`src/rtl/riscv_run_ctrl_pkg.sv`:
```
// riscv_ctrl_pkg: shared width defaults and run-controller state encoding
package riscv_ctrl_pkg;
  localparam int DEF_ADDR_W = 8;
  localparam int DEF_DATA_W = 32;
  localparam int DEF_CNT_W = 32;
  typedef enum logic [2:0] {
    ST_IDLE  = 3'd0,
    ST_CLEAR = 3'd1,
    ST_LOAD  = 3'd2,
    ST_ARM   = 3'd3,
    ST_RUN   = 3'd4,
    ST_DONE  = 3'd5
  } run_state_e;
endpackage

```
`src/rtl/riscv_run_ctrl_if.sv`:
```
// riscv_run_ctrl_if: valid/ready instruction word stream into the run controller
interface riscv_run_ctrl_if import riscv_ctrl_pkg::*; #(
  parameter int DATA_W = DEF_DATA_W
);
  logic s_valid;
  logic s_ready;
  logic [DATA_W-1:0] s_data;
  modport master (output s_valid, output s_data, input s_ready);
  modport slave (input s_valid, input s_data, output s_ready);
endinterface

```
`src/rtl/riscv_instr_loader.sv`:
```
// riscv_instr_loader: word index, registered imem write stage and last-beat detect
module riscv_instr_loader import riscv_ctrl_pkg::*; #(
  parameter int ADDR_W = DEF_ADDR_W,
  parameter int DATA_W = DEF_DATA_W
) (
  input  logic              clk,
  input  logic              reset_n,
  input  logic              clear,
  input  logic              beat,
  input  logic              kill,
  input  logic [ADDR_W:0]   num,
  input  logic [DATA_W-1:0] data,
  output logic              last,
  output logic              wr,
  output logic [ADDR_W-1:0] addr,
  output logic [DATA_W-1:0] wdata
);
  logic [ADDR_W-1:0] k;
  logic take;
  assign take = beat && !kill;
  assign last = beat && ({1'b0, k} == num - (ADDR_W+1)'(1));
  always_ff @(posedge clk) begin
    if (!reset_n) begin
      k <= '0;
      wr <= 1'b0;
      addr <= '0;
      wdata <= '0;
    end else begin
      wr <= take;
      if (clear) k <= '0;
      else if (take) k <= k + ADDR_W'(1);
      if (take) begin
        addr <= k;
        wdata <= data;
      end
    end
  end
endmodule

```
`src/rtl/riscv_run_ctrl.sv`:
```
// riscv_run_ctrl: loads a program into imem, clears dmem and runs the core until halt or budget
module riscv_run_ctrl import riscv_ctrl_pkg::*; #(
  parameter int ADDR_W = DEF_ADDR_W,
  parameter int DATA_W = DEF_DATA_W,
  parameter int CNT_W = DEF_CNT_W
) (
  input  logic               clk,
  input  logic               reset_n,
  input  logic               i_start,
  input  logic               i_abort,
  input  logic [ADDR_W:0]    i_num_instr,
  input  logic [CNT_W-1:0]   i_run_cycles,
  input  logic               i_halt,
  riscv_run_ctrl_if.slave    s,
  output logic               o_instruction_write,
  output logic [ADDR_W-1:0]  o_instruction_addr,
  output logic [DATA_W-1:0]  o_instruction_data,
  output logic               o_core_reset_n,
  output logic               o_mem_reset_n,
  output logic               o_running,
  output logic               o_done,
  output logic               o_timeout,
  output logic [CNT_W-1:0]   o_cycle_count
);
  localparam logic [2:0] S_IDLE = ST_IDLE;
  localparam logic [2:0] S_CLEAR = ST_CLEAR;
  localparam logic [2:0] S_LOAD = ST_LOAD;
  localparam logic [2:0] S_ARM = ST_ARM;
  localparam logic [2:0] S_RUN = ST_RUN;
  localparam logic [2:0] S_DONE = ST_DONE;
  localparam logic [ADDR_W:0] MAX_N = (ADDR_W+1)'(1) << ADDR_W;
  logic [2:0] state, nxt;
  logic [ADDR_W:0] num;
  logic [CNT_W-1:0] budget, cnt_inc;
  logic abort_ok, start_ok, beat, last, halt_exit, budget_exit;
  assign abort_ok = i_abort && state != S_IDLE;
  assign start_ok = i_start && !abort_ok && (state == S_IDLE || state == S_DONE)
                    && i_num_instr != '0 && i_num_instr <= MAX_N;
  assign beat = s.s_valid && state == S_LOAD;
  // an unlimited run parks the counter at all-ones instead of wrapping
  assign cnt_inc = &o_cycle_count ? o_cycle_count : o_cycle_count + CNT_W'(1);
  assign halt_exit = state == S_RUN && i_halt;
  assign budget_exit = state == S_RUN && budget != '0 && cnt_inc == budget;
  assign nxt = abort_ok                     ? S_IDLE  :
               start_ok                     ? S_CLEAR :
               state == S_CLEAR             ? S_LOAD  :
               state == S_LOAD && last      ? S_ARM   :
               state == S_ARM               ? S_RUN   :
               halt_exit || budget_exit     ? S_DONE  : state;
  assign s.s_ready = state == S_LOAD;
  assign o_running = state == S_RUN;
  assign o_done = state == S_DONE;
  always_ff @(posedge clk) begin
    if (!reset_n) begin
      state <= S_IDLE;
      num <= '0;
      budget <= '0;
      o_cycle_count <= '0;
      o_timeout <= 1'b0;
      o_core_reset_n <= 1'b0;
      o_mem_reset_n <= 1'b1;
    end else begin
      state <= nxt;
      o_core_reset_n <= nxt == S_RUN;
      o_mem_reset_n <= nxt != S_CLEAR;
      if (start_ok) begin
        num <= i_num_instr;
        budget <= i_run_cycles;
        o_cycle_count <= '0;
        o_timeout <= 1'b0;
      end
      if (state == S_RUN && !abort_ok) begin
        o_cycle_count <= cnt_inc;
        o_timeout <= budget_exit && !i_halt;
      end
    end
  end
  riscv_instr_loader #(.ADDR_W(ADDR_W), .DATA_W(DATA_W)) u_loader (
    .clk     (clk),
    .reset_n (reset_n),
    .clear   (start_ok),
    .beat    (beat),
    .kill    (abort_ok),
    .num     (num),
    .data    (s.s_data),
    .last    (last),
    .wr      (o_instruction_write),
    .addr    (o_instruction_addr),
    .wdata   (o_instruction_data)
  );
endmodule

```
`src/flat_wrapper.sv`:
```
// flat-port wrapper written by rule: the top's interface ports become plain ports
module riscv_run_ctrl_flat import riscv_ctrl_pkg::*;
#(
  parameter int ADDR_W = DEF_ADDR_W,
  parameter int DATA_W = DEF_DATA_W,
  parameter int CNT_W = DEF_CNT_W
)
  (clk, reset_n, i_start, i_abort, i_num_instr, i_run_cycles, i_halt, o_instruction_write, o_instruction_addr, o_instruction_data, o_core_reset_n, o_mem_reset_n, o_running, o_done, o_timeout, o_cycle_count, s_s_valid, s_s_data, s_s_ready);
  riscv_run_ctrl_if #(.DATA_W(DATA_W)) s_i ();
  input  logic clk;
  input  logic reset_n;
  input  logic i_start;
  input  logic i_abort;
  input  logic [ADDR_W:0] i_num_instr;
  input  logic [CNT_W-1:0] i_run_cycles;
  input  logic i_halt;
  output logic o_instruction_write;
  output logic [ADDR_W-1:0] o_instruction_addr;
  output logic [DATA_W-1:0] o_instruction_data;
  output logic o_core_reset_n;
  output logic o_mem_reset_n;
  output logic o_running;
  output logic o_done;
  output logic o_timeout;
  output logic [CNT_W-1:0] o_cycle_count;
  input wire logic [$bits(s_i.s_valid)-1:0] s_s_valid;
  input wire logic [$bits(s_i.s_data)-1:0] s_s_data;
  output wire logic [$bits(s_i.s_ready)-1:0] s_s_ready;
  assign s_i.s_valid = s_s_valid;
  assign s_i.s_data = s_s_data;
  assign s_s_ready = s_i.s_ready;
  riscv_run_ctrl #(.ADDR_W(ADDR_W), .DATA_W(DATA_W), .CNT_W(CNT_W)) u_core (.clk(clk), .reset_n(reset_n), .i_start(i_start), .i_abort(i_abort), .i_num_instr(i_num_instr), .i_run_cycles(i_run_cycles), .i_halt(i_halt), .s(s_i), .o_instruction_write(o_instruction_write), .o_instruction_addr(o_instruction_addr), .o_instruction_data(o_instruction_data), .o_core_reset_n(o_core_reset_n), .o_mem_reset_n(o_mem_reset_n), .o_running(o_running), .o_done(o_done), .o_timeout(o_timeout), .o_cycle_count(o_cycle_count));
endmodule
```
`config.mk`:
```
export PLATFORM = sky130hd
export DESIGN_NAME = riscv_run_ctrl_flat
export DESIGN_NICKNAME = d
export VERILOG_FILES = /design/src/rtl/riscv_run_ctrl_pkg.sv /design/src/rtl/riscv_run_ctrl_if.sv /design/src/rtl/riscv_instr_loader.sv /design/src/rtl/riscv_run_ctrl.sv /design/src/flat_wrapper.sv
export SDC_FILE = /design/constraint.sdc
export NUM_CORES = 1
export LEC_CHECK = 0
export BUFFER_PORTS_ARGS = -buffer_cell sky130_fd_sc_hd__buf_4
export CAP_MARGIN = 25
export CORE_MARGIN = 3
export CORE_UTILIZATION = 45
export DETAILED_ROUTE_END_ITERATION = 7
export GPL_ROUTABILITY_DRIVEN = 0
export PLACE_DENSITY = 0.72
export SLEW_MARGIN = 10
export SYNTH_ARGS = -nofsm -noshare
export SYNTH_HDL_FRONTEND = slang
export SYNTH_SLANG_ARGS = --single-unit
```
`constraint.sdc`:
```
create_clock -name clk -period 7.3 [get_ports clk]
set_input_delay 1.46 -clock clk [delete_from_list [all_inputs] [get_ports clk]]
set_output_delay 1.46 -clock clk [all_outputs]
set_load 0.01 [all_outputs]
```
==> summary.txt, run 1 <==
OUTCOME
----------------------------------------------------------------------------------------
Run status                                                                     completed

TIMING
----------------------------------------------------------------------------------------
Fin Clk Skew                                                                  0.00640 ns
Worst hold-check slack                                                          0.454 ns
Least-Margin Pin Slew                                                           0.970 ns
Worst rel slew slack                                                               0.348
Post-route fraction of the period consumed by the critical path                    0.513
RSZ-0062 raised after global routing                                               false
Setup_tns                                                                           0 ns
Final setup violation count                                                            0
Count of final max-slew check failures                                                 0
Upper clock frequency limit                                                    0.267 GHz
Final-report hold violation count                                                      0
Time the worst path needs with I/O delays and setup                              3.75 ns
Worst path setup slack after routing                                             3.55 ns

CRITICAL PATH
----------------------------------------------------------------------------------------
List of cells traversed by the critical path                                nand4_2 > nor4_2 > nand2_1 > nand4_1 > mux2i_1 > nand2_1 > nor4_2 > nor4_1
Buf+Inv Stages, Crit Path                                                              0
Worst reg-to-reg path cell count                                                       8
Required arrival time at the worst endpoint                                      7.56 ns
Reg-to-Reg Start                                                            u_core.o_cycle_count[24]
Highest cell delay on the worst timing path                                      0.89 ns
Dominant delay contributor by cell family on the critical path              simple AND/OR/NAND/NOR gates
Terminus of the critical flop-to-flop path                                  u_core.o_core_reset_n
CP startpoint kind                                                             flip-flop
Library cell contributing the largest single delay on the critical path     sky130_fd_sc_hd__nor4_2
CP Capture Type                                                                flip-flop
Worst R2R Setup Slack                                                            3.55 ns
Crit-path max FO                                                                      13
Critical path start-end classification                                        reg -> reg
Arrival @ worst endpoint                                                         4.01 ns

YOSYS
----------------------------------------------------------------------------------------
Flip-flop and latch count after synthesis                                            128
Share of synthesized registers carrying an async set or reset                          0
Mean instance size in the synthesized netlist                                   7.84 µm²
Netlist cell types                                                                    75
Dominant synthesized flop cell                                              sky130_fd_sc_hd__dfxtp_1
Number of standard cells after synthesis                                             904
Number of enable-type register cells in the synthesized netlist                        0
Sequential share of the synthesized area                                           0.361
Area of the mapped netlist                                                   0.00709 mm²
Number of warnings issued by yosys                                                     0
Net count after synthesis                                                            986

DRT
----------------------------------------------------------------------------------------
Total wire length                                                                21.1 mm
Antenna-violating nets left                                                            0
Via/cell ratio                                                                      5.68
DRC errors left                                                                        0
Detailed Routing Iterations Pass 1                                                     5
Via count of the routed design                                                      7054
Violation count after the first detailed-routing iteration                           619
WL/cell                                                                          17.0 µm

CLOCK NETWORK
----------------------------------------------------------------------------------------
Root Buffer Master                                                          sky130_fd_sc_hd__clkbuf_16
Clock buffer count from CTS                                                           17
Clock tree from TritonCTS                                                            yes
Clock latency at the later pin of the worst-skew pair                            0.43 ns
Clock Path Buffers                                                                     2
H-tree Lvls                                                                            4
CTS clk-pin slew, worst paths                                                    0.06 ns
Number of gates given a new drive strength after cts                                   0
# Post-CTS Setup Buffers                                                               0
Number of sinks driven by the clock tree                                             128
Number of buffers inserted by hold repair at cts                                       0

FLOORPLAN
----------------------------------------------------------------------------------------
Io pins                                                                              158
Die width                                                                         132 µm
Starting utilization of the core area                                              0.463
Height of the chip                                                                132 µm
Cell Rows                                                                             45
Die area                                                                      0.0173 mm²
Core region area                                                              0.0153 mm²

POWER AND IR DROP
----------------------------------------------------------------------------------------
Largest voltage drop on the vdd net                                             0.174 mV
Power share of the combinational group                                             0.097
Internal power of the cells                                                      1.32 mW
Net switching share of the total power                                             0.259
Leakage power total                                                              3.43 nW
PwrDens                                                                       201 mW/mm²
Share of power burned in registers                                                 0.410
Clock Power Share                                                                  0.492
Switching power of the nets                                                       463 µW

PLACE
----------------------------------------------------------------------------------------
Pre-CTS WS                                                                       3.37 ns
Count of buffers inserted at the top-level ports                                     157
Total half-perimeter wirelength after legalization and detailed placement        15.1 mm

CELLS AND AREA
----------------------------------------------------------------------------------------
Share of layout cells above drive strength 1                                       0.216
Top library cells by usage in the layout, fill and taps aside               sky130_fd_sc_hd__buf_4 (163), sky130_fd_sc_hd__nand2_1 (136), sky130_fd_sc_hd__dfxtp_1 (128)
Commonest non-fill, non-tap cell in the layout                              sky130_fd_sc_hd__buf_4
Total number of nets in the final design                                            1100
Diode insertion count for antenna repair                                               0
FILL cells                                                                          1433
Layout area overhead                                                               25.6%

GLOBAL ROUTE
----------------------------------------------------------------------------------------
Via count of the first global-routing pass                                          6480
Maximum number of pins on one net before global-route repair                          68
Gr ovfl total                                                                          0
GRT Total Usage                                                                    0.240
First-pass GRT wire length                                                       34.1 mm
Antenna violations before repair                                                       0

WORST HOLD PATH
----------------------------------------------------------------------------------------
Worst hold path stage count                                                            2
Hold Path Class                                                               reg -> reg
Hold path startpoint                                                        u_core.u_loader.wdata[3]
Worst min-delay path endpoint                                               u_core.u_loader.wdata[3]

RUN
----------------------------------------------------------------------------------------
Maximum capacitance violations                                                         0

==> worst min-delay path, stage by stage, from the launching register on <==
cell and delay [ns]:
sky130_fd_sc_hd__dfxtp_1 0.31, sky130_fd_sc_hd__nand2_1 0.05, sky130_fd_sc_hd__a21oi_1 0.05
==> synth_stat cells, types with 3 or more instances <==
cell / number / share of area
sky130_fd_sc_hd__xor2_1: 25 / 0.031
sky130_fd_sc_hd__a31oi_1: 7 / 0.0062
sky130_fd_sc_hd__nor2_1: 108 / 0.057
sky130_fd_sc_hd__nor2b_1: 5 / 0.0044
sky130_fd_sc_hd__nor4_2: 3 / 0.0053
sky130_fd_sc_hd__o211ai_1: 5 / 0.0053
sky130_fd_sc_hd__and3_1: 4 / 0.0035
sky130_fd_sc_hd__xnor2_1: 46 / 0.057
sky130_fd_sc_hd__nor4_1: 21 / 0.019
sky130_fd_sc_hd__nand2_1: 136 / 0.072
sky130_fd_sc_hd__or2_2: 3 / 0.0026
sky130_fd_sc_hd__inv_1: 9 / 0.0048
sky130_fd_sc_hd__o2111ai_1: 4 / 0.0049
sky130_fd_sc_hd__nand2b_1: 8 / 0.0071
sky130_fd_sc_hd__buf_2: 20 / 0.014
sky130_fd_sc_hd__nor3b_1: 5 / 0.0053
sky130_fd_sc_hd__a211oi_1: 4 / 0.0042
sky130_fd_sc_hd__a21o_1: 3 / 0.0032
sky130_fd_sc_hd__or3_1: 4 / 0.0035
sky130_fd_sc_hd__and2_1: 4 / 0.0035
sky130_fd_sc_hd__ha_1: 3 / 0.0053
sky130_fd_sc_hd__mux2i_1: 43 / 0.061
sky130_fd_sc_hd__clkbuf_1: 40 / 0.021
sky130_fd_sc_hd__a311oi_1: 5 / 0.0062
sky130_fd_sc_hd__nor4b_1: 3 / 0.0037
sky130_fd_sc_hd__a21oi_1: 78 / 0.055
sky130_fd_sc_hd__or4_1: 3 / 0.0032
sky130_fd_sc_hd__dfxtp_1: 128 / 0.36
sky130_fd_sc_hd__nor3_1: 23 / 0.016
sky130_fd_sc_hd__nand3_1: 28 / 0.020
sky130_fd_sc_hd__o21ai_0: 31 / 0.022
sky130_fd_sc_hd__nand4b_1: 5 / 0.0062
sky130_fd_sc_hd__and4_1: 5 / 0.0062
sky130_fd_sc_hd__buf_1: 6 / 0.0032
sky130_fd_sc_hd__nand4_1: 27 / 0.024
==> how the worst max path moves through the flow <==
| stage | cells after the start | start | slack [ns] | endpoint |
|---|---|---|---|---|
| global route | 9 | u_core.o_cycle_count[0] | 3.37 | u_core.o_core_reset_n |
| detailed placement | 10 | i_num_instr[0] | 3.37 | u_core.state[0] |
| floorplan | 11 | i_num_instr[0] | 3.93 | u_core.o_cycle_count[28] |
| finish | 8 | u_core.o_cycle_count[24] | 3.55 | u_core.o_core_reset_n |
| global placement | 10 | i_num_instr[0] | 3.37 | u_core.state[0] |
| CTS | 8 | u_core.o_cycle_count[24] | 3.70 | u_core.o_core_reset_n |
==> metal layers <==
metal,vias to the layer above,global-route usage,part of all wire
met5,-,0,0
met4,0,0.0939,0.021
met3,30,0.0613,0.084
met2,321,0.383,0.48
met1,3267,0.312,0.42
li1,3436,-,-
==> power by group through the flow <==
stage | registers [mW] | clock network [mW] | logic (mW)
2_1_floorplan | 0.741 | 0 | 0.113
3_3_place_gp | 0.748 | 0 | 0.170
3_5_place_dp | 0.748 | 0 | 0.172
4_1_cts | 0.733 | 0.892 | 0.173
5_1_grt | 0.735 | 0.921 | 0.191
6_report | 0.733 | 0.879 | 0.174
==> cell families (layout without fill, tap and decap cells) <==
logic type,Yosys count,after routing,share of synthesized area
buffers and inverters,77,204,0.0455
DFF,128,128,0.361
adders and majority gates,3,3,0.00529
xor gates and xnor gates,71,71,0.0877
muxes,43,43,0.0607
AOI/OAI and AO/OA,168,168,0.147
and+or+nand+nor,414,414,0.293
==> sequential cells by signal, indices dropped and copies added, names as in the netlist <==
name                   flops
u_core.u_loader.wr         1
u_core.u_loader.wdata     32
u_core.budget             32
u_core.o_core_reset_n      1
u_core.o_mem_reset_n       1
u_core.o_timeout           1
u_core.u_loader.addr       8
u_core.o_cycle_count      32
u_core.u_loader.k          8
u_core.state               3
u_core.num                 9
==> cell type report <==
cell class                 instances  area, µm²  area share
tap                              211        264      0.0297
clock buffer                      18        439      0.0493
clock inverter                    14        170      0.0191
sequential                       128       2560       0.288
timing repair buffer             163       1220       0.137
inverter                           9       35.0     0.00393
multi-input combinational        699       4210       0.473
==> metrics by stage <==
step | area, µm² | power, mW | util | instances
final | 8900 | 1.79 | 0.581 | 1242
after global routing | 8900 | 1.85 | 0.581 | 1242
after CTS | 8900 | 1.80 | 0.581 | 1242
after detailed placement | 8290 | 0.920 | 0.542 | 1210
after global placement | 8290 | 0.918 | 0.542 | 1210
after floorplan | 7090 | 0.854 | - | 904
Note: power is estimated with default switching activity, not from simulation.
==> inputs of run 2 (changes only) <==
--- a/config.mk
+++ b/config.mk
@@ -11,7 +11,7 @@
 export CORE_UTILIZATION = 45
 export DETAILED_ROUTE_END_ITERATION = 7
 export GPL_ROUTABILITY_DRIVEN = 0
-export PLACE_DENSITY = 0.72
+export PLACE_DENSITY = 0.75
 export SLEW_MARGIN = 10
 export SYNTH_ARGS = -nofsm -noshare
 export SYNTH_HDL_FRONTEND = slang
==> constraint.sdc (replaced) <==
create_clock -name clk -period 3.05 [get_ports clk]
set_input_delay 0.61 -clock clk [delete_from_list [all_inputs] [get_ports clk]]
set_output_delay 0.61 -clock clk [all_outputs]
set_load 0.01 [all_outputs]
==> run 2 against run 1 <==
  * Final cell count rose by 3.9%
  * First-iteration DRC count increased by 18%
  * Sequential power grew 140%
  * Sequential cell count is the same
  * Highest routed layer unchanged
  * Final area is 4.4% higher
  * Routed wire length up 6.7%
  * Power grew 140%
  * Worst setup slack worse by 3.4 ns
  * Critical path depth rose by 2
  * Critical path type unchanged
  * Register-to-register slack worse by 3.4 ns
==> summary.txt, run 2 (synthesized netlist as in run 1, its figures left out) <==
POWER AND IR DROP
----------------------------------------------------------------------------------------
Overall Power                                                                    4.34 mW   was 1.79 mW
Clock Power Share                                                                  0.496   was 0.492
PwrDens                                                                       467 mW/mm²   was 201 mW/mm²
Share of power burned in registers                                                 0.404   was 0.410
Leakage power total                                                              3.70 nW   was 3.43 nW
Switching power of the nets                                                      1.11 mW   was 463 µW
Internal power of the cells                                                      3.23 mW   was 1.32 mW
Largest voltage drop on the vdd net                                             0.498 mV   was 0.174 mV
Net switching share of the total power                                             0.256   was 0.259
Power share of the combinational group                                             0.100   was 0.097

PLACE
----------------------------------------------------------------------------------------
Total placed instance area                                                   0.00867 mm²   was 0.00829 mm²
Count of buffers inserted at the top-level ports                                     157   unchanged
Dpl cells                                                                           1258   was 1210
Total half-perimeter wirelength after legalization and detailed placement        16.4 mm   was 15.1 mm
Pre-CTS WS                                                                     0.0851 ns   was 3.37 ns

TIMING
----------------------------------------------------------------------------------------
Post-route fraction of the period consumed by the critical path                    0.938   was 0.513
Worst path setup slack after routing                                            0.189 ns   was 3.55 ns
RSZ-0062 raised after global routing                                               false   unchanged
Worst hold-check slack                                                          0.416 ns   was 0.454 ns
Final setup violation count                                                            0   unchanged
Fin Clk Skew                                                                  0.00812 ns   was 0.00640 ns
Final-report hold violation count                                                      0   unchanged
Time the worst path needs with I/O delays and setup                              2.86 ns   was 3.75 ns
Count of final max-slew check failures                                                 0   unchanged
Least-Margin Pin Slew                                                           0.767 ns   was 0.970 ns
Setup_tns                                                                           0 ns   unchanged
Upper clock frequency limit                                                    0.350 GHz   was 0.267 GHz
Worst rel slew slack                                                               0.485   was 0.348

WORST HOLD PATH
----------------------------------------------------------------------------------------
Hold Path Class                                                                in -> reg   was reg -> reg

CRITICAL PATH
----------------------------------------------------------------------------------------
Reg-to-Reg Start                                                            u_core.o_cycle_count[3]   was u_core.o_cycle_count[24]
Critical path start-end classification                                        reg -> reg   unchanged
Crit-path max FO                                                                       5   was 13
Capturing instance or port of the critical path                             u_core.o_timeout   was u_core.o_core_reset_n
Arrival @ worst endpoint                                                         3.23 ns   was 4.01 ns
Required arrival time at the worst endpoint                                      3.42 ns   was 7.56 ns
CP Capture Type                                                                flip-flop   unchanged
CP startpoint kind                                                             flip-flop   unchanged
Worst reg-to-reg path cell count                                                      10   was 8
Crit. Startpoint                                                            u_core.o_cycle_count[3]   was u_core.o_cycle_count[24]
Terminus of the critical flop-to-flop path                                  u_core.o_timeout   was u_core.o_core_reset_n
Worst R2R Setup Slack                                                            0.19 ns   was 3.55 ns

CLOCK NETWORK
----------------------------------------------------------------------------------------
Clock tree from TritonCTS                                                            yes   unchanged
CTS clk-pin slew, worst paths                                                    0.06 ns   about the same
Number of buffers inserted by hold repair at cts                                       0   unchanged
Number of gates given a new drive strength after cts                                   0   unchanged
Number of sinks driven by the clock tree                                             128   unchanged
Clock latency at the later pin of the worst-skew pair                            0.43 ns   about the same
Clock buffer count from CTS                                                           17   unchanged
Root Buffer Master                                                          sky130_fd_sc_hd__clkbuf_16   unchanged
Clock Path Buffers                                                                     2   unchanged
H-tree Lvls                                                                            4   unchanged
# Post-CTS Setup Buffers                                                               0   unchanged

CELLS AND AREA
----------------------------------------------------------------------------------------
Share of layout cells above drive strength 1                                       0.254   was 0.216
Diode insertion count for antenna repair                                               0   unchanged
Final standard cell count with taps included and fillers excluded                   1290   was 1242
Layout area overhead                                                               31.1%   was 25.6%
Multi-input gate area                                                        0.00422 mm²   was 0.00421 mm²
Total number of nets in the final design                                            1148   was 1100
FILL cells                                                                          1374   was 1433
Commonest non-fill, non-tap cell in the layout                              sky130_fd_sc_hd__buf_4   unchanged
Top library cells by usage in the layout, fill and taps aside               sky130_fd_sc_hd__buf_4 (210), sky130_fd_sc_hd__nand2_1 (136), sky130_fd_sc_hd__dfxtp_1 (128)   was sky130_fd_sc_hd__buf_4 (163), sky130_fd_sc_hd__nand2_1 (136), sky130_fd_sc_hd__dfxtp_1 (128)
Area of all placed cells without fillers                                     0.00930 mm²   was 0.00890 mm²
Largest registers ranked by flip-flop count                                 u_core.budget: 32 flops, u_core.o_cycle_count: 32 flops, u_core.u_loader.wdata: 32 flops   unchanged
Core Util, Final                                                                   0.607   was 0.581
Sequential standard cell area                                                0.00256 mm²   unchanged

DRT
----------------------------------------------------------------------------------------
Total wire length                                                                22.6 mm   was 21.1 mm
Violation count after the first detailed-routing iteration                           730   was 619
WL/cell                                                                          17.5 µm   was 17.0 µm
Detailed Routing Iterations Pass 1                                                     5   unchanged
DRC errors left                                                                        0   unchanged
Via/cell ratio                                                                      5.72   was 5.68
Antenna-violating nets left                                                            0   unchanged
Via count of the routed design                                                      7379   was 7054

FLOORPLAN
----------------------------------------------------------------------------------------
Starting utilization of the core area                                              0.463   unchanged
Die width                                                                         132 µm   unchanged
Io pins                                                                              158   unchanged
Die area                                                                      0.0173 mm²   unchanged
Height of the chip                                                                132 µm   unchanged
Cell Rows                                                                             45   unchanged
Core region area                                                              0.0153 mm²   unchanged

GLOBAL ROUTE
----------------------------------------------------------------------------------------
Maximum number of pins on one net before global-route repair                          68   unchanged
First-pass GRT wire length                                                       35.9 mm   was 34.1 mm
Via count of the first global-routing pass                                          6868   was 6480
GRT Total Usage                                                                    0.254   was 0.240
Antenna violations before repair                                                       0   unchanged
Gr ovfl total                                                                          0   unchanged

RUN
----------------------------------------------------------------------------------------
Maximum capacitance violations                                                         0   unchanged

OUTCOME
----------------------------------------------------------------------------------------
Run status                                                                     completed   unchanged

-- run 2: cell type report --
class,instances,area share
clock inverters,15,0.0207
clock buffers,17,0.0458
multi-input cells,699,0.454
inverters,9,0.00377
well taps,211,0.0284
flip-flops and latches,128,0.276
repair buffers,211,0.172
-- run 2: worst min path at each step --
stage                              startpoint                         to  slack [ns]  depth (start not counted)
floorplan                u_core.u_loader.k[5]    u_core.u_loader.addr[5]        0.48                          2
global placement    u_core.u_loader.wdata[12]  u_core.u_loader.wdata[12]        0.44                          2
detailed placement   u_core.u_loader.wdata[0]   u_core.u_loader.wdata[0]        0.45                          2
CTS                          i_run_cycles[30]          u_core.budget[30]        0.40                          3
global route                 i_run_cycles[25]          u_core.budget[25]        0.41                          3
finish                       i_run_cycles[23]          u_core.budget[23]        0.42                          3
-- run 2: power by group through the flow --
| stage | registers, mW | logic [mW] | clock network, mW |
|---|---|---|---|
| 2_1_floorplan | 1.77 | 0.270 | 0 |
| 3_3_place_gp | 1.79 | 0.418 | 0 |
| 3_5_place_dp | 1.79 | 0.424 | 0 |
| 4_1_cts | 1.75 | 0.428 | 2.18 |
| 5_1_grt | 1.76 | 0.472 | 2.25 |
| 6_report | 1.76 | 0.434 | 2.15 |
-- run 2: metal layers --
metal / share of wire / global-route usage
met5: 0 / 0
met4: 0.027 / 0.0928
met3: 0.093 / 0.0727
met2: 0.47 / 0.411
met1: 0.41 / 0.324
-- run 2: worst max-delay path: stages (launching register included) --
cell                       delay (ns)
sky130_fd_sc_hd__dfxtp_1         0.43
sky130_fd_sc_hd__buf_4           0.18
sky130_fd_sc_hd__nand4_1         0.27
sky130_fd_sc_hd__or3_1           0.42
sky130_fd_sc_hd__a211oi_1        0.33
sky130_fd_sc_hd__xnor2_1         0.24
sky130_fd_sc_hd__nand4_1         0.18
sky130_fd_sc_hd__nor4_2          0.25
sky130_fd_sc_hd__nand2_1         0.10
sky130_fd_sc_hd__nor4_2          0.22
sky130_fd_sc_hd__a31o_1          0.18
==> inputs of run 3 (changes only) <==
--- a/config.mk
+++ b/config.mk
@@ -12,6 +12,7 @@
 export DETAILED_ROUTE_END_ITERATION = 7
 export GPL_ROUTABILITY_DRIVEN = 0
 export PLACE_DENSITY = 0.75
+export RECOVER_POWER = 100
 export SLEW_MARGIN = 10
 export SYNTH_ARGS = -nofsm -noshare
 export SYNTH_HDL_FRONTEND = slang
==> run 3 against run 2 <==
  * Non-clock buffer count did not move
  * Critical path depth fell by 2
  * Fmax decreased by 1.6%
  * Worst setup slack worse by 0.047 ns
  * Clock power about the same
  * Global-route usage stayed put
  * Largest power group unchanged
  * Largest cell class unchanged
  * Final area fell by 2.9%
  * Final cell count is the same
==> summary.txt, run 3 (synthesized netlist as in run 1, its figures left out) <==
CRITICAL PATH
----------------------------------------------------------------------------------------
Library cell contributing the largest single delay on the critical path     sky130_fd_sc_hd__clkbuf_2   was sky130_fd_sc_hd__dfxtp_1
List of cells traversed by the critical path                                or3b_2 > nor2_1 > clkbuf_2 > nor2_1 > clkbuf_1 > a21o_1 > a21oi_1 > nor2_1   was buf_4 > nand4_1 > or3_1 > a211oi_1 > xnor2_1 > nand4_1 > nor4_2 > nand2_1 > nor4_2 > a31o_1
Required arrival time at the worst endpoint                                      3.35 ns   was 3.42 ns
Crit. Startpoint                                                            u_core.state[2]   was u_core.o_cycle_count[3]
Arrival @ worst endpoint                                                         3.20 ns   was 3.23 ns
Crit-path max FO                                                                      27   was 5
CP startpoint kind                                                             flip-flop   unchanged
Reg-to-Reg Start                                                            u_core.state[2]   was u_core.o_cycle_count[3]
CP Capture Type                                                                flip-flop   unchanged
Critical path start-end classification                                        reg -> reg   unchanged
Worst R2R Setup Slack                                                            0.14 ns   was 0.19 ns
Highest cell delay on the worst timing path                                      0.57 ns   was 0.43 ns
Cell type with the highest occurrence count on the critical path            sky130_fd_sc_hd__nor2_1

CLOCK NETWORK
----------------------------------------------------------------------------------------
H-tree Lvls                                                                            4   unchanged
Clock tree from TritonCTS                                                            yes   unchanged
CTS clk-pin slew, worst paths                                                    0.06 ns   about the same
Number of sinks driven by the clock tree                                             128   unchanged
Clock latency at the later pin of the worst-skew pair                            0.43 ns   about the same
Clock Path Buffers                                                                     2   unchanged
Root Buffer Master                                                          sky130_fd_sc_hd__clkbuf_16   unchanged
Number of buffers inserted by hold repair at cts                                       0   unchanged
Clock buffer count from CTS                                                           17   unchanged

TIMING
----------------------------------------------------------------------------------------
Post-route fraction of the period consumed by the critical path                    0.953   was 0.938
Least-Margin Pin Slew                                                            1.40 ns   was 0.767 ns
Fin Clk Skew                                                                  0.00792 ns   was 0.00812 ns
Count of final max-slew check failures                                                 0   unchanged
RSZ-0062 raised after global routing                                               false   unchanged
Setup_tns                                                                           0 ns   unchanged
Upper clock frequency limit                                                    0.344 GHz   was 0.350 GHz
Worst hold-check slack                                                          0.417 ns   was 0.416 ns
Final setup violation count                                                            0   unchanged
Time the worst path needs with I/O delays and setup                              2.91 ns   was 2.86 ns
Final-report hold violation count                                                      0   unchanged
Worst rel slew slack                                                              0.0699   was 0.485

DRT
----------------------------------------------------------------------------------------
Antenna-violating nets left                                                            0   unchanged
Total wire length                                                                22.5 mm   was 22.6 mm
Detailed Routing Iterations Pass 1                                                     7   was 5
Via count of the routed design                                                      7411   was 7379
Violation count after the first detailed-routing iteration                           761   was 730
WL/cell                                                                          17.5 µm   about the same
DRC errors left                                                                        0   unchanged
Via/cell ratio                                                                      5.74   was 5.72

POWER AND IR DROP
----------------------------------------------------------------------------------------
Leakage power total                                                              3.40 nW   was 3.70 nW
PwrDens                                                                       480 mW/mm²   was 467 mW/mm²
Largest voltage drop on the vdd net                                             0.496 mV   was 0.498 mV

RUN
----------------------------------------------------------------------------------------
Maximum capacitance violations                                                         0   unchanged

GLOBAL ROUTE
----------------------------------------------------------------------------------------
Maximum number of pins on one net before global-route repair                          68   unchanged
Antenna violations before repair                                                       0   unchanged
First-pass GRT wire length                                                       35.9 mm   unchanged
GRT Total Usage                                                                    0.254   unchanged
Via count of the first global-routing pass                                          6868   unchanged
Gr ovfl total                                                                          0   unchanged

CELLS AND AREA
----------------------------------------------------------------------------------------
Layout area overhead                                                               27.3%   was 31.1%
Total number of nets in the final design                                            1148   unchanged
Commonest non-fill, non-tap cell in the layout                              sky130_fd_sc_hd__nand2_1   was sky130_fd_sc_hd__buf_4
Top library cells by usage in the layout, fill and taps aside               sky130_fd_sc_hd__nand2_1 (136), sky130_fd_sc_hd__buf_4 (135), sky130_fd_sc_hd__dfxtp_1 (128)   was sky130_fd_sc_hd__buf_4 (210), sky130_fd_sc_hd__nand2_1 (136), sky130_fd_sc_hd__dfxtp_1 (128)
Largest registers ranked by flip-flop count                                 u_core.budget: 32 flops, u_core.o_cycle_count: 32 flops, u_core.u_loader.wdata: 32 flops   unchanged
Share of layout cells above drive strength 1                                       0.186   was 0.254
Diode insertion count for antenna repair                                               0   unchanged

OUTCOME
----------------------------------------------------------------------------------------
Run status                                                                     completed   unchanged

FLOORPLAN
----------------------------------------------------------------------------------------
Cell Rows                                                                             45   unchanged
Starting utilization of the core area                                              0.463   unchanged
Die width                                                                         132 µm   unchanged
Height of the chip                                                                132 µm   unchanged
Io pins                                                                              158   unchanged
Core region area                                                              0.0153 mm²   unchanged
Die area                                                                      0.0173 mm²   unchanged

WORST HOLD PATH
----------------------------------------------------------------------------------------
Hold Path Class                                                                in -> reg   unchanged
Hold path startpoint                                                        i_run_cycles[23]   unchanged

PLACE
----------------------------------------------------------------------------------------
Count of buffers inserted at the top-level ports                                     157   unchanged
Total half-perimeter wirelength after legalization and detailed placement        16.4 mm   unchanged

-- run 3: power breakdown --
part | internal (mW) | switching (mW)
clock network | 1.31 | 0.838
logic | 0.208 | 0.222
registers | 1.71 | 0.0470
total | 3.23 | 1.11
-- run 3: worst paths after layout --
check / endpoint / depth (start not counted)
setup / recovery: u_core.o_cycle_count[25] / 8
hold / removal: u_core.budget[23] / 3
setup reg to reg: u_core.o_cycle_count[25] / 8
hold reg to reg: u_core.u_loader.wdata[28] / 2
-- run 3: layout make-up --
| class | count | area (µm²) |
|---|---|---|
| tap | 211 | 264 |
| multi-input combinational | 699 | 4220 |
| sequential | 128 | 2560 |
| timing repair buffer | 211 | 1330 |
| clock buffer | 17 | 425 |
| inverter | 9 | 35.0 |
| clock inverter | 15 | 193 |
| fill | 1439 | 6290 |
-- run 3: timing repair --
item,CTS,global route
endpoints found under the setup margin,0,3
buffers inserted,0,0
resized for setup,0,4
-- run 3: routing by layer --
| metal | share of wire | GRT usage | wire [µm] |
|---|---|---|---|
| met1 | 0.41 | 0.324 | 9130 |
| met2 | 0.47 | 0.411 | 10600 |
| met3 | 0.097 | 0.0727 | 2180 |
| met4 | 0.029 | 0.0928 | 647 |
| met5 | 0 | 0 | 0 |
-- run 3: per-stage QoR --
step	worst slack (ns)	instances	area (µm²)	power (mW)	utilization
floorplan	0.186	904	7090	2.04	-
global placement	0.267	1258	8670	2.21	0.566
detailed placement	0.0851	1258	8670	2.22	0.566
CTS	0.0753	1290	9290	4.36	0.606
global route	0.00758	1290	9020	4.48	0.589
finish	0.143	1290	9020	4.33	0.589
-- run 3: worst max-delay path, delay by kind of cell, from the launching register on --
| family | cells | cell delay, ns |
|---|---|---|
| flip-flops | 1 | 0.50 |
| AO/OA/AOI/OAI | 2 | 0.48 |
| AND/OR/NAND/NOR | 4 | 0.85 |
| buffers and inverters | 2 | 0.95 |
